## config.mk

```make
export PLATFORM = sky130hd
export DESIGN_NAME = mac_acc16
export DESIGN_NICKNAME = d
export VERILOG_FILES = /design/src/rtl/mac_acc16.sv
export SDC_FILE = /design/constraint.sdc
export NUM_CORES = 1
export LEC_CHECK = 0
export CORE_UTILIZATION = 51
export DETAILED_ROUTE_END_ITERATION = 8
export PLACE_DENSITY = 0.87
export SYNTH_ARGS = -nofsm -noshare
export SYNTH_HDL_FRONTEND = slang
export SYNTH_SLANG_ARGS = --single-unit
```

## constraint.sdc

```tcl
create_clock -name clk -period 2.8 [get_ports clk]
set_clock_uncertainty 0.2 [all_clocks]
set_input_delay 0.28 -clock clk [delete_from_list [all_inputs] [get_ports clk]]
set_output_delay 0.28 -clock clk [all_outputs]
set_load 0.05 [all_outputs]
```

## src/rtl/mac_acc16.sv

```systemverilog
// ---------------------------------------------------------------------------
// mac_acc16 -- saturating frame accumulator for 16-bit unsigned products
//
// Sums a frame of products from an upstream 8x8 multiplier into an ACC_W-bit
// accumulator that saturates at all-ones.  A frame ends after LEN products or
// on a product marked with in_last.  The result is then held until the
// consumer takes it.
//
// Parameters
//   LEN    products per frame (1..255)
//   ACC_W  accumulator width (17..32)
//
// Ports
//   clk        rising-edge clock
//   rst_n      asynchronous active-low reset
//   clr        synchronous frame abort, wins over any handshake
//   in_valid   a product is presented
//   in_ready   block accepts a product (ACCUM state)
//   in_prod    16-bit unsigned product
//   in_last    early end-of-frame marker (only meaningful on a beat)
//   out_valid  frame result available (DONE state)
//   out_ready  consumer accepts the result
//   out_sum    saturated sum (running value while accumulating)
//   out_count  number of products accepted in the frame
//   out_ovf    saturation occurred in the frame
// ---------------------------------------------------------------------------
module mac_acc16 #(
    parameter int unsigned LEN   = 8,
    parameter int unsigned ACC_W = 24
) (
    input  logic             clk,
    input  logic             rst_n,
    input  logic             clr,
    input  logic             in_valid,
    output logic             in_ready,
    input  logic [15:0]      in_prod,
    input  logic             in_last,
    output logic             out_valid,
    input  logic             out_ready,
    output logic [ACC_W-1:0] out_sum,
    output logic [7:0]       out_count,
    output logic             out_ovf
);

    typedef enum logic {
        ST_ACCUM = 1'b0,
        ST_DONE  = 1'b1
    } state_t;

    localparam logic [7:0] LEN_B = 8'(LEN);

    state_t             state_q, state_d;
    logic [ACC_W-1:0]   acc_q, acc_d;
    logic [7:0]         cnt_q, cnt_d;
    logic               ovf_q, ovf_d;

    logic [ACC_W:0]     sum_ext;
    logic               carry;
    logic [ACC_W-1:0]   acc_sat;
    logic [7:0]         cnt_inc;
    logic               frame_end;

    // One extra bit catches the carry out of the accumulator; once the flag
    // is set the accumulator is already all-ones, so forcing '1 keeps it there.
    assign sum_ext   = {1'b0, acc_q} + {{(ACC_W - 15){1'b0}}, in_prod};
    assign carry     = sum_ext[ACC_W];
    assign acc_sat   = (carry || ovf_q) ? '1 : sum_ext[ACC_W-1:0];
    assign cnt_inc   = cnt_q + 8'd1;
    assign frame_end = (cnt_inc == LEN_B) || in_last;

    always_ff @(posedge clk or negedge rst_n) begin
        if (!rst_n) begin
            state_q <= ST_ACCUM;
            acc_q   <= '0;
            cnt_q   <= '0;
            ovf_q   <= 1'b0;
        end else begin
            state_q <= state_d;
            acc_q   <= acc_d;
            cnt_q   <= cnt_d;
            ovf_q   <= ovf_d;
        end
    end

    always_comb begin
        state_d   = state_q;
        acc_d     = acc_q;
        cnt_d     = cnt_q;
        ovf_d     = ovf_q;
        in_ready  = (state_q == ST_ACCUM);
        out_valid = (state_q == ST_DONE);

        if (clr) begin
            state_d = ST_ACCUM;
            acc_d   = '0;
            cnt_d   = '0;
            ovf_d   = 1'b0;
        end else begin
            unique case (state_q)
                ST_ACCUM: begin
                    if (in_valid) begin
                        acc_d = acc_sat;
                        cnt_d = cnt_inc;
                        ovf_d = ovf_q | carry;
                        if (frame_end) begin
                            state_d = ST_DONE;
                        end
                    end
                end
                ST_DONE: begin
                    if (out_ready) begin
                        state_d = ST_ACCUM;
                        acc_d   = '0;
                        cnt_d   = '0;
                        ovf_d   = 1'b0;
                    end
                end
                default: state_d = ST_ACCUM;
            endcase
        end
    end

    // Outputs always show the registered state: running values in ACCUM,
    // frozen frame result in DONE.
    assign out_sum   = acc_q;
    assign out_count = cnt_q;
    assign out_ovf   = ovf_q;

endmodule

```

==> results by group, run 1 <==
Synth
  – Yosys warnings: 0
  – Post-Syn Instances: ~310
  – Post-Syn Area: approximately 2600 µm²
  – Post-synthesis net count: between 300 and 400
  – Synth Register Bits: 34
  – Syn Area/Cell: a little over 8 µm²
  – Compound-Gate Fraction of Synth Area: 0.266
  – Sequential-to-total area share from yosys stat: 0.327
  – Post-Synth XOR/XNOR Area: 0.0472
  – Post-synthesis simple-gate area fraction: 0.220
  – Mux cell area share after synthesis: 0.00385
  – Post-Synth Adder-Cell Area: 0.0944
  – Async S/R FF share, synth: 1.00
  – Number of synthesized flops with an enable pin: 0
  – Main combinational cell family by area after synthesis: compound AO/OA/AOI/OAI gates
  – Cell variety after synth: between 50 and 60
  – Predominant post-synthesis flop cell: dfrtp_1

Global route
  – Initial antenna violation count: 0
  – First-pass GRT wire length: roughly 11000 µm
  – Number of global-route vias before repair: 2407
  – Largest net degree at the start of global routing: 35
  – Global Route Usage Sum: 0.269
  – Grt total ovfl: 0

Layout
  – Nets: roughly 430
  – Ant diodes: 0
  – Fin area: roughly 3500 µm²
  – P&R area growth vs syn: 33.5%
  – Util after Layout: 0.720
  – Proportion of layout cells with a drive suffix above 1: 0.115

Drt
  – DR DRC count: 0
  – Detail-routed via count per cell: about 5.9
  – Iter 0 DRT Violations: roughly 200
  – Final wirelength: around 6700 µm
  – Remaining antenna violation count: 0
  – Vias: between 2000 and 3000
  – WL per Instance: approximately 15 µm
  – DRT Pass-1 Iters: 4

Job
  – Max-Cap Viols: 0

CTS
  – Post-CTS Hold Buffers: 0
  – CTS H-Tree Depth: 2
  – CTS Sinks: 34
  – Clock slew at the register clock pins of the worst setup and hold paths: 70 ps
  – CTS root buf: clkbuf_8
  – Resized Gates After CTS: 0
  – CTS tree: yes
  – CTS buffer count: 5
  – Post-CTS setup buffers: 0
  – Clk_lat worst skew: approximately 290 ps
  – Clock Tree Buf Depth: 2

Placement
  – DP Area: 3390 µm²
  – Port Buffers: 56
  – Gpl congestion: about 0.94
  – DP HPWL: about 5000 µm

Critical path
  – CP endpoint kind: register
  – WP data required: 2780 ps
  – CP max stage delay: 410 ps
  – Worst-path maximum fanout: 5
  – Worst path cell trace: clkdlybuf4s50_1 > ha_1 > fa_1 > a211oi_1 > o21ai_1 > o2111ai_1 > o211ai_2 > buf_4 > a22oi_1 > o21ai_1
  – CP top delay family: compound AO/OA/AOI/OAI gates
  – Crit path buffers/inverters: 2
  – Startpoint Class: input port
  – Crit path arrival time: ~2600 ps
  – Cell mode on critical path: o21ai_1
  – Crit Path Category: input port to register
  – Slowest cell on the critical path: clkdlybuf4s50_1

Timing
  – Fmax: about 380 MHz
  – Final min period: approximately 2600 ps
  – Period Utilization, post-route: 0.930
  – Setup violators final: 0
  – Unrepaired setup endpoints after global routing: false
  – Setup TNS: 0 ps
  – Slew Limit Fails: 0
  – Slew @ Worst Pin: about 520 ps
  – Final Hold Viols: 0
  – Normalized max-slew margin: 0.652

Die
  – Chip Width: about 73 µm
  – Site row count: 25
  – Die area: around 5400 µm²
  – # IOs: 57
  – Die height: 73.4 µm
  – Starting Density: 0.539
  – Core area: 4820 µm²

Status
  – Status: complete, no violations

Hold path
  – Worst min path class: input port to asynchronous set/reset pin

Power and ir drop
  – Peak supply drop: 0.000344 V
  – Power Total: about 1.6 mW
  – Power density over the cells: between 400 and 500 nW/µm²
  – Pleak: 1.51 nW
-- cell families (layout without fill, tap and decap cells) --
group | after synthesis | count (layout)
fa+ha+maj | 19 | 19
simple gates | 121 | 121
mux | 1 | 1
buf+inv | 22 | 98
compound gates | 103 | 103
xor+xnor | 14 | 14
flops | 34 | 34
-- path summary, 6_finish.rpt --
path / startpoint / end / slack (ps) / cells after the start
min in group clk: out_sum[0]$_DFFE_PN0P_ / out_sum[0]$_DFFE_PN0P_ / 310 / 2
worst max register to register: out_sum[0]$_DFFE_PN0P_ / out_sum[23]$_DFFE_PN0P_ / 210 / 9
max in group asynchronous: rst_n / out_count[0]$_DFFE_PN0P_ / 1880 / 2
worst min register to register: out_sum[0]$_DFFE_PN0P_ / out_sum[0]$_DFFE_PN0P_ / 310 / 2
worst max-delay path: in_prod[0] / out_sum[23]$_DFFE_PN0P_ / 200 / 10
worst min-delay path: rst_n / out_sum[0]$_DFFE_PN0P_ / 200 / 2
-- routing by layer --
| layer | track usage | up-vias | wire length (µm) |
|---|---|---|---|
| met5 | 0 | - | 0 |
| met3 | 0.0453 | 10 | 389 |
| met2 | 0.422 | 110 | 3200 |
| met4 | 0.0833 | 0 | 99 |
| li1 | - | 1304 | - |
| met1 | 0.379 | 1267 | 3030 |
-- area by class of cell --
cell class / count / area [µm²]
multi-input cells: 258 / 1640
fillers: 386 / 1350
flip-flops and latches: 34 / 851
repair buffers: 85 / 791
well taps: 67 / 83.8
clock buffers: 5 / 68.8
inverters: 6 / 22.5
clock inverters: 2 / 10.0
-- metrics by stage --
step,hold WS (ps),instances,setup WS (ps)
after floorplan,-216,314,88.5
after CTS,210,457,243
after global placement,281,450,10.2
after detailed placement,297,450,-65.1
after global routing,233,457,65.8
final,200,457,195
-- where the power goes --
group	switching (mW)	internal, mW	total (mW)
registers	0.0367	0.526	0.563
logic	0.418	0.297	0.716
clock network	0.184	0.167	0.351
total	0.639	0.990	1.63
-- flip-flops by register name, indices dropped and copies added, names as in the netlist --
name / cells
out_sum: 24
out_ovf: 1
out_count: 8
out_valid: 1
-- Yosys cell counts (2+ instances only) --
library cell  number  area [µm²]
a211oi_1           2        15.0
xor2_1             6        52.6
o21ai_1           20         100
a21o_1             7        52.6
clkbuf_1           9        33.8
buf_2              4        20.0
nand2_1           60         225
dfrtp_1           34         851
buf_6              2        22.5
o21ai_0           12        60.1
a21oi_1           19        95.1
nand2b_1           2        12.5
o31ai_1            2        15.0
a31o_1             2        17.5
a41oi_1            2        17.5
nand4_1            9        56.3
a211oi_2           2        25.0
o211ai_1          10        75.1
nor2_1            15        56.3
nor3_1             4        20.0
nor4b_1            2        17.5
nor2b_1            4        25.0
ha_1              18         225
inv_1              6        22.5
xnor2_1            8        70.1
and4_1             2        17.5
a22o_1             2        17.5
nand3_1           12        60.1
a21oi_2            2        17.5
a31oi_1            9        56.3
or3_1              3        18.8
a22oi_1            2        15.0
-- cells in the final DEF (no fill, tap or decap), drive strengths merged, types with 7 or more instances in the layout --
cell type      Yosys  final
nand4              9      9
buf                7     29
o21ai             32     32
clkdlybuf4s50      0     56
o211ai            11     11
a21oi             21     21
dfrtp             34     34
nand3             12     12
a21o               7      7
ha                18     18
xnor2              8      8
a31oi             10     10
nor2              15     15
nand2             60     60
Power figures use the tool's default switching activity.
==> run 2, diff against run 1 <==
--- a/config.mk
+++ b/config.mk
@@ -5,9 +5,11 @@
 export SDC_FILE = /design/constraint.sdc
 export NUM_CORES = 1
 export LEC_CHECK = 0
+export CORE_ASPECT_RATIO = 1.4
 export CORE_UTILIZATION = 51
 export DETAILED_ROUTE_END_ITERATION = 8
 export PLACE_DENSITY = 0.87
+export SKIP_CTS_REPAIR_TIMING = 1
 export SYNTH_ARGS = -nofsm -noshare
 export SYNTH_HDL_FRONTEND = slang
 export SYNTH_SLANG_ARGS = --single-unit
==> results by group, run 2 (same netlist as run 1, synthesis figures left out) <==
Global route
  – GR Layer Usage met3: 0.0592 (+0.0139)
  – Global Route Usage Sum: 0.276 (+0.00776)
  – GR Util met2: 0.487 (+0.0647)
  – First-pass GRT wire length: 11800 µm (+5.5%)
  – Grt peak-use layer: met2
  – Global Route met1 Usage: 0.317 (-0.0626)
  – Initial antenna violation count: 0 (unchanged)
  – Largest net degree at the start of global routing: 35 (unchanged)
  – Grt total ovfl: 0 (unchanged)
  – Number of global-route vias before repair: 2630 (+9.3%)

Timing
  – Slew Limit Fails: 0 (unchanged)
  – Fmax: 384 MHz (about the same)
  – Period Utilization, post-route: 0.930 (about the same)
  – Unrepaired setup endpoints after global routing: false
  – Normalized max-slew margin: 0.645 (-0.00649)
  – Setup violators final: 0 (unchanged)
  – Final Hold Viols: 0 (unchanged)
  – Slew @ Worst Pin: 532 ps (+11.4 ps)
  – Final min period: 2600 ps (-0.587 ps)

CTS
  – CTS H-Tree Depth: 2 (unchanged)
  – Clock slew at the register clock pins of the worst setup and hold paths: 80 ps (about the same)
  – CTS root buf: clkbuf_8
  – CTS Sinks: 34 (unchanged)
  – Clock Tree Buf Depth: 2 (unchanged)
  – Clk_lat worst skew: 300 ps (about the same)
  – CTS buffer count: 5 (unchanged)
  – CTS tree: yes

Drt
  – Vias: 2672 (-0.71%)
  – WL per Instance: 15.3 µm (+3.8%)
  – DR DRC count: 0 (unchanged)
  – Detail-routed via count per cell: 5.92 (+0.61%)
  – Remaining antenna violation count: 0 (unchanged)
  – DRT Pass-1 Iters: 5 (+1)
  – Iter 0 DRT Violations: 134 (-31%)
  – Final wirelength: 6880 µm (+2.5%)

Layout
  – Fillers: 407 (+5.4%)
  – Nets: 427 (-0.93%)
  – Commonest non-fill, non-tap cell in the layout: nand2_1
  – Util after Layout: 0.704 (-0.0162)
  – Fin cells: 451 (-1.3%)
  – Max reg flops: 24 (unchanged)
  – Proportion of layout cells with a drive suffix above 1: 0.106 (-0.00944)
  – Ant diodes: 0 (unchanged)
  – P&R area growth vs syn: 32.2%
  – Commonest non-fill, non-tap cells in the layout: nand2_1, clkdlybuf4s50_1, dfrtp_1

Critical path
  – Slowest cell on the critical path: ha_1
  – Worst r2r dst: out_sum[20]$_DFFE_PN0P_
  – Crit Path Category: register to register
  – Worst Setup EP: out_sum[20]$_DFFE_PN0P_
  – WP data required: 2790 ps (about the same)
  – Worst r2r src: out_sum[10]$_DFFE_PN0P_
  – Flop-to-flop setup slack: 200 ps (about the same)
  – Crit path arrival time: 2590 ps (about the same)
  – CP endpoint kind: register
  – Worst path cell trace: ha_1 > nand2_1 > nor3_1 > o211ai_1 > a21oi_1 > a31o_1 > nand4_1
  – Startpoint Class: register
  – Worst-path maximum fanout: 6 (+1)
  – CP startpoint: out_sum[10]$_DFFE_PN0P_
  – CP max stage delay: 430 ps (+20 ps)
  – Reg2Reg Depth: 7 (-2)

Power and ir drop
  – Peak supply drop: 0.000240 V (-30%)
  – Pleak: 1.48 nW (-1.6%)
  – Power density over the cells: 486 nW/µm² (+3.6%)

Die
  – Chip Width: 62.3 µm (-15%)
  – # IOs: 57 (unchanged)
  – Starting Density: 0.533 (-0.00692)
  – Die height: 86.5 µm (+18%)
  – Core area: 4880 µm² (+1.3%)
  – Site row count: 30 (+20%)
  – Die area: 5390 µm² (about the same)

Status
  – Status: complete, no violations

Placement
  – Gpl congestion: 0.880 (-6.5%)
  – Placed Cells: 443 (-1.6%)
  – Port Buffers: 56 (unchanged)
  – DP HPWL: 4970 µm (-0.81%)

Hold path
  – Worst min path class: input port to asynchronous set/reset pin

Job
  – Max-Cap Viols: 0 (unchanged)
-- run 2: where the power goes --
group	internal, mW	switching, mW	leakage (nW)
sequential	0.526	0.0371	0.464
clock	0.199	0.203	0.0482
combinational	0.291	0.415	0.973
-- run 2: per-stage QoR --
step           cell area, µm²  setup TNS [ps]  setup WS (ps)  power (mW)  hold slack [ps]
3_5_place_dp             3340            -174          -37.8        1.27              296
5_1_grt                  3430               0           2.22        1.77              246
2_1_floorplan            2600               0           88.5        1.04             -216
3_3_place_gp             3340               0           9.32        1.26              280
6_report                 3430               0            196        1.67              192
4_1_cts                  3430               0            260        1.67              213
-- run 2: layout make-up --
class / instances / area [µm²] / share of cell area
flip-flops and latches: 34 / 851 / 0.248
clock buffers: 7 / 86.3 / 0.0251
multi-input cells: 258 / 1640 / 0.478
repair buffers: 81 / 748 / 0.218
clock inverters: 1 / 5.00 / 0.00146
well taps: 64 / 80.1 / 0.0233
inverters: 6 / 22.5 / 0.00656
-- run 2: worst max-delay path: cells and delay by family (launching register included) --
family / cells / cell delay, ps
adders and majority gates: 1 / 430
DFF: 1 / 400
AOI/OAI and AO/OA: 3 / 830
and+or+nand+nor: 3 / 630
-- run 2: how the worst min path moves through the flow --
stage                           start                        to  slack, ps  cells after the start
2_1_floorplan                   rst_n  out_count[0]$_DFFE_PN0P_       -220                      0
5_1_grt                         rst_n    out_sum[1]$_DFFE_PN0P_        250                      2
3_3_place_gp   out_sum[0]$_DFFE_PN0P_    out_sum[0]$_DFFE_PN0P_        280                      2
3_5_place_dp   out_sum[5]$_DFFE_PN0P_    out_sum[5]$_DFFE_PN0P_        300                      2
4_1_cts                         rst_n    out_sum[1]$_DFFE_PN0P_        210                      2
6_report                        rst_n    out_sum[1]$_DFFE_PN0P_        190                      2
-- run 2: per-layer routing --
metal / up-vias / share of wire
li1: 1299 / -
met4: 0 / 0.029
met5: - / 0
met2: 92 / 0.51
met3: 20 / 0.054
met1: 1261 / 0.41
